--- src/rtl/c17_pipe.sv ---
// Pipelined, flow-controlled ISCAS c17 evaluator over WIDTH independent bit lanes.
// PIPE=2 splits after the N10/N16/N19 level; PIPE=1 keeps only the output register.
module c17_pipe #(
  parameter int unsigned WIDTH = 8,
  parameter int unsigned PIPE  = 2,
  parameter int unsigned CNT_W = 16
) (
  input  logic             clk,
  input  logic             rst_n,
  input  logic             in_valid,
  output logic             in_ready,
  input  logic [WIDTH-1:0] N1,
  input  logic [WIDTH-1:0] N2,
  input  logic [WIDTH-1:0] N3,
  input  logic [WIDTH-1:0] N6,
  input  logic [WIDTH-1:0] N7,
  output logic             out_valid,
  input  logic             out_ready,
  output logic [WIDTH-1:0] N22,
  output logic [WIDTH-1:0] N23,
  input  logic             cnt_clr,
  output logic [CNT_W-1:0] xfer_cnt
);

  logic             v2_q;
  logic [WIDTH-1:0] n22_q, n23_q;
  logic             ready2;
  logic             s2_valid;
  logic [WIDTH-1:0] s2_n22, s2_n23;
  logic [CNT_W-1:0] cnt_q, cnt_d;

  // First NAND levels, shared by both stage splits.
  logic [WIDTH-1:0] n10, n11, n16, n19;
  assign n10 = ~(N1 & N3);
  assign n11 = ~(N3 & N6);
  assign n16 = ~(N2 & n11);
  assign n19 = ~(n11 & N7);

  assign ready2 = ~v2_q | out_ready;

  if (PIPE == 2) begin : g_two_stage
    logic             v1_q;
    logic [WIDTH-1:0] n10_q, n16_q, n19_q;
    logic             ready1;

    assign ready1   = ~v1_q | ready2;
    assign in_ready = ready1;

    // NOTE: data flops are reset too, so the outputs read 0 after reset rather than X.
    always_ff @(posedge clk or negedge rst_n) begin
      if (!rst_n) begin
        v1_q  <= 1'b0;
        n10_q <= '0;
        n16_q <= '0;
        n19_q <= '0;
      end else if (ready1) begin
        v1_q  <= in_valid;
        n10_q <= n10;
        n16_q <= n16;
        n19_q <= n19;
      end
    end

    assign s2_valid = v1_q;
    assign s2_n22   = ~(n10_q & n16_q);
    assign s2_n23   = ~(n16_q & n19_q);
  end else begin : g_one_stage
    assign in_ready = ready2;
    assign s2_valid = in_valid;
    assign s2_n22   = ~(n10 & n16);
    assign s2_n23   = ~(n16 & n19);
  end

  // NOTE: sequential state uses non-blocking assignment so every flop samples pre-edge values.
  always_ff @(posedge clk or negedge rst_n) begin
    if (!rst_n) begin
      v2_q  <= 1'b0;
      n22_q <= '0;
      n23_q <= '0;
    end else if (ready2) begin
      v2_q  <= s2_valid;
      n22_q <= s2_n22;
      n23_q <= s2_n23;
    end
  end

  // Clear wins over a simultaneous transfer.
  always_comb begin
    cnt_d = cnt_q;
    if (cnt_clr) begin
      cnt_d = '0;
    end else if (v2_q && out_ready) begin
      cnt_d = cnt_q + CNT_W'(1);
    end
  end

  always_ff @(posedge clk or negedge rst_n) begin
    if (!rst_n) begin
      cnt_q <= '0;
    end else begin
      cnt_q <= cnt_d;
    end
  end

  assign out_valid = v2_q;
  assign N22       = n22_q;
  assign N23       = n23_q;
  assign xfer_cnt  = cnt_q;

endmodule

--- config.mk ---
export PLATFORM = sky130hd
export DESIGN_NAME = c17_pipe
export DESIGN_NICKNAME = d
export VERILOG_FILES = /design/src/rtl/c17_pipe.sv
export SDC_FILE = /design/constraint.sdc
export NUM_CORES = 1
export LEC_CHECK = 0
export CAP_MARGIN = 40
export CORE_MARGIN = 10
export CORE_UTILIZATION = 26
export CTS_CLUSTER_DIAMETER = 120
export CTS_CLUSTER_SIZE = 12
export DETAILED_ROUTE_END_ITERATION = 6
export GPL_TIMING_DRIVEN = 0
export PLACE_DENSITY = 0.54
export SYNTH_ARGS = -nofsm -noshare
export SYNTH_HDL_FRONTEND = slang
export SYNTH_SLANG_ARGS = --single-unit
--- constraint.sdc ---
create_clock -name clk -period 1.5 [get_ports clk]
set_input_delay 0.45 -clock clk [delete_from_list [all_inputs] [get_ports clk]]
set_output_delay 0.45 -clock clk [all_outputs]
set_load 0.01 [all_outputs]
==> results by group <==
Timing
  • Worst slew pin tran: 0.7404 ns
  • Max Clk Rate: 620.3 MHz
  • Final hold violations: 0
  • Slew HR: 0.5064
  • Clock Skews: about 0.0027 ns
  • Final Slew Violations: 0
  • Fin Hold WS: about 0.19 ns
  • Final setup vio count: 2
  • Final min period: 1.612 ns
  • RSZ-0062 raised after global routing: true
  • Final worst slack: -0.1122 ns
  • Part of the cycle the worst path needs: 1.075

Worst setup path
  • Critical-path cell with the highest stage delay: dfrtp_2
  • Worst r2r src: out_valid$_DFFE_PN0P_
  • CP Launch Type: flop
  • Crit. End Element: primary output
  • Worst Path Required: between 1 and 1.5 ns
  • Largest stage delay, worst path: 0.41 ns
  • FF-to-FF End: xfer_cnt[15]$_DFFE_PN0P_
  • Crit. Startpoint: out_valid$_DFFE_PN0P_
  • Critical path type: flop to primary output
  • Worst EP arrival: 1.16 ns
  • Worst path cell trace: nand3b_1, clkbuf_8, buf_6
  • Reg2Reg Setup Slack: about 0.01 ns
  • Max FO, Critical Path: 3
  • R2R depth: 6

Route
  • Detail-routed net length per standard cell: 15.78 um
  • 1st-pass router iterations: 4
  • Post-route antenna net violation count: 0
  • Remaining DRCs: 0
  • DRT iter0 DRCs: 80
  • Via density: approximately 4.6
  • Total wire length: 7.037 mm
  • Via count: 2,059

Placed design
  • Gpl congestion: 0.7432
  • Hpwl dp: 4.967 mm
  • Pre-CTS setup slack: -1.339 ns
  • Cell count after placement: between 400 and 500
  • Port Buf Inserts: 77

Floorplan
  • Starting Density: 0.2677
  • Io pins: 79
  • Die Y: between 100 and 150 um
  • Horiz. Die Dim: 114.8 um
  • # rows: 34
  • Die Area: 0.01317 mm2
  • Core box area: 0.008721 mm2

Finish
  • Commonest non-fill, non-tap cell in the layout: dfrtp_1
  • Area delta synth->final: 57.56%
  • Fillers: roughly 850
  • Commonest cells after routing, fill and taps aside: dfrtp_1 (56), nor2_1 (51), clkdlybuf4s50_1 (41), a31oi_1 (40), buf_4 (21)
  • Nets: between 300 and 400
  • Fin util: 0.4218
  • Layout cells sized above 1: 0.1893
  • Ant. Diodes: 0
  • Final Non-Filler Cells: around 450

Power and ir drop
  • VDD IR max: 0.4037 mV
  • Pleak: 1.565 nW
  • Power per Cell Area: 1086 mW/mm2
  • Design Power: between 3 and 4 mW

Clocking
  • H-tree depth: 3
  • CTS clk-pin slew, worst paths: 0.07 ns
  • Clock root cell: clkbuf_8
  • CTS tree: yes
  • Count of hold-fix buffers inserted at cts: 0
  • Number of buffers created by CTS: 9
  • Clock Path Buffers: 2
  • Clk_lat worst skew: 0.32 ns
  • # clock sinks: a little under 60

Run status
  • Violated checks: negative setup slack
  • Status: finished with violations

Synthesis
  • Register area share after synthesis: 0.6217
  • Flops & latches, synth: 58
  • Mapped Area: 0.002335 mm2
  • Synth Warn #: 0
  • Yosys cell types: 22
  • Gate Count Post-Synth: between 200 and 250
  • Average cell area after synthesis: 10.42 um2
  • Synth Net Count: 270

Run
  • Max-cap check violation count: 0

GRT
  • Initial antenna violation count: 0
  • Vias in the first global route: 2,278
  • First-pass GRT wire length: between 10 and 15 mm
  • GR Overflow Total: 0
  • Largest net degree at the start of global routing: 32
  • GR Util All Layers: 0.1113

Worst hold path
  • Min-delay worst type: primary input to async pin
[routing by layer]
metal,up-vias,share of wire,GRT usage
li1,1011,-,-
met1,974,0.44,0.1301
met2,70,0.45,0.1687
met3,4,0.11,0.06510
met4,0,0.0068,0.03465
met5,-,0,0
[how the worst max path moves through the flow]
stage,to,slack [ns],depth (start not counted)
5_1_grt,in_ready,-0.19,3
2_1_floorplan,xfer_cnt[12]$_DFFE_PN0P_,0.07,6
3_5_place_dp,in_ready,-1.34,4
3_3_place_gp,g_two_stage.n16_q[0]$_DFFE_PN0P_,-1.93,1
6_report,in_ready,-0.11,3
4_1_cts,in_ready,-0.17,3
[metrics by stage]
step / cell area, um2 / setup TNS (ns)
6_report: 3679 / -0.1382
5_1_grt: 3679 / -0.4701
4_1_cts: 3572 / -0.3548
3_5_place_dp: 3256 / -31.59
3_3_place_gp: 3241 / -142.80
2_1_floorplan: 2335 / 0
[synthesized netlist by cell type, drive strengths merged]
cell    instances  area [um2]
dfrtp          58        1451
nor2           51       191.4
a31oi          40       250.2
nand2          13       48.80
clkbuf         10       37.54
xor2           10       87.58
nand4           7       43.79
a21oi           5       25.02
buf             5       26.27
nand3           5       35.03
o21ai           4       20.02
or3             4       25.02
and4            3       26.28
nand2b          3       18.77
and3            2       12.51
and2            1       6.260
ha              1       12.51
nand3b          1       7.510
xnor2           1       8.760
[power by group]
group	internal [mW]	switching, mW
Combinational	0.309	0.291
Clock	0.976	0.617
Sequential	1.71	0.0892
Total	3.00	0.997
[layout make-up]
class,count,area (um2),area share
sequential,58,1454,0.3952
clock buffer,11,141.4,0.03844
timing repair buffer,100,939.7,0.2554
buffer,13,83.83,0.02279
multi-input combinational,151,847.1,0.2303
tap,108,135.1,0.03673
clock inverter,5,77.57,0.02109
[cells by family after synthesis]
group / share of synthesized area
compound gates: 0.1265
simple gates: 0.1779
buf+inv: 0.02733
xor+xnor: 0.04126
fa+ha+maj: 0.005358
flops: 0.6216
[flip-flops by register name (all words and copies together) (netlist names)]
| signal | count |
|---|---|
| N22 | 8 |
| g_two_stage.n10_q | 8 |
| g_two_stage.n19_q | 8 |
| g_two_stage.v1_q | 1 |
| out_valid | 1 |
| g_two_stage.n16_q | 8 |
| N23 | 8 |
| xfer_cnt | 16 |
[worst max-delay path, delay by kind of cell, from the launching register on]
| kind | cells | cell delay [ns] |
|---|---|---|
| DFF | 1 | 0.41 |
| buffers and inverters | 2 | 0.27 |
| and+or+nand+nor | 1 | 0.16 |
[repair_timing]
action / in CTS / in global routing
buffers inserted: 13 / 9
pin swaps: 7 / 7
setup endpoints to repair: 82 / 59
resized for setup: 65 / 37
Power figures use the tool's default switching activity.
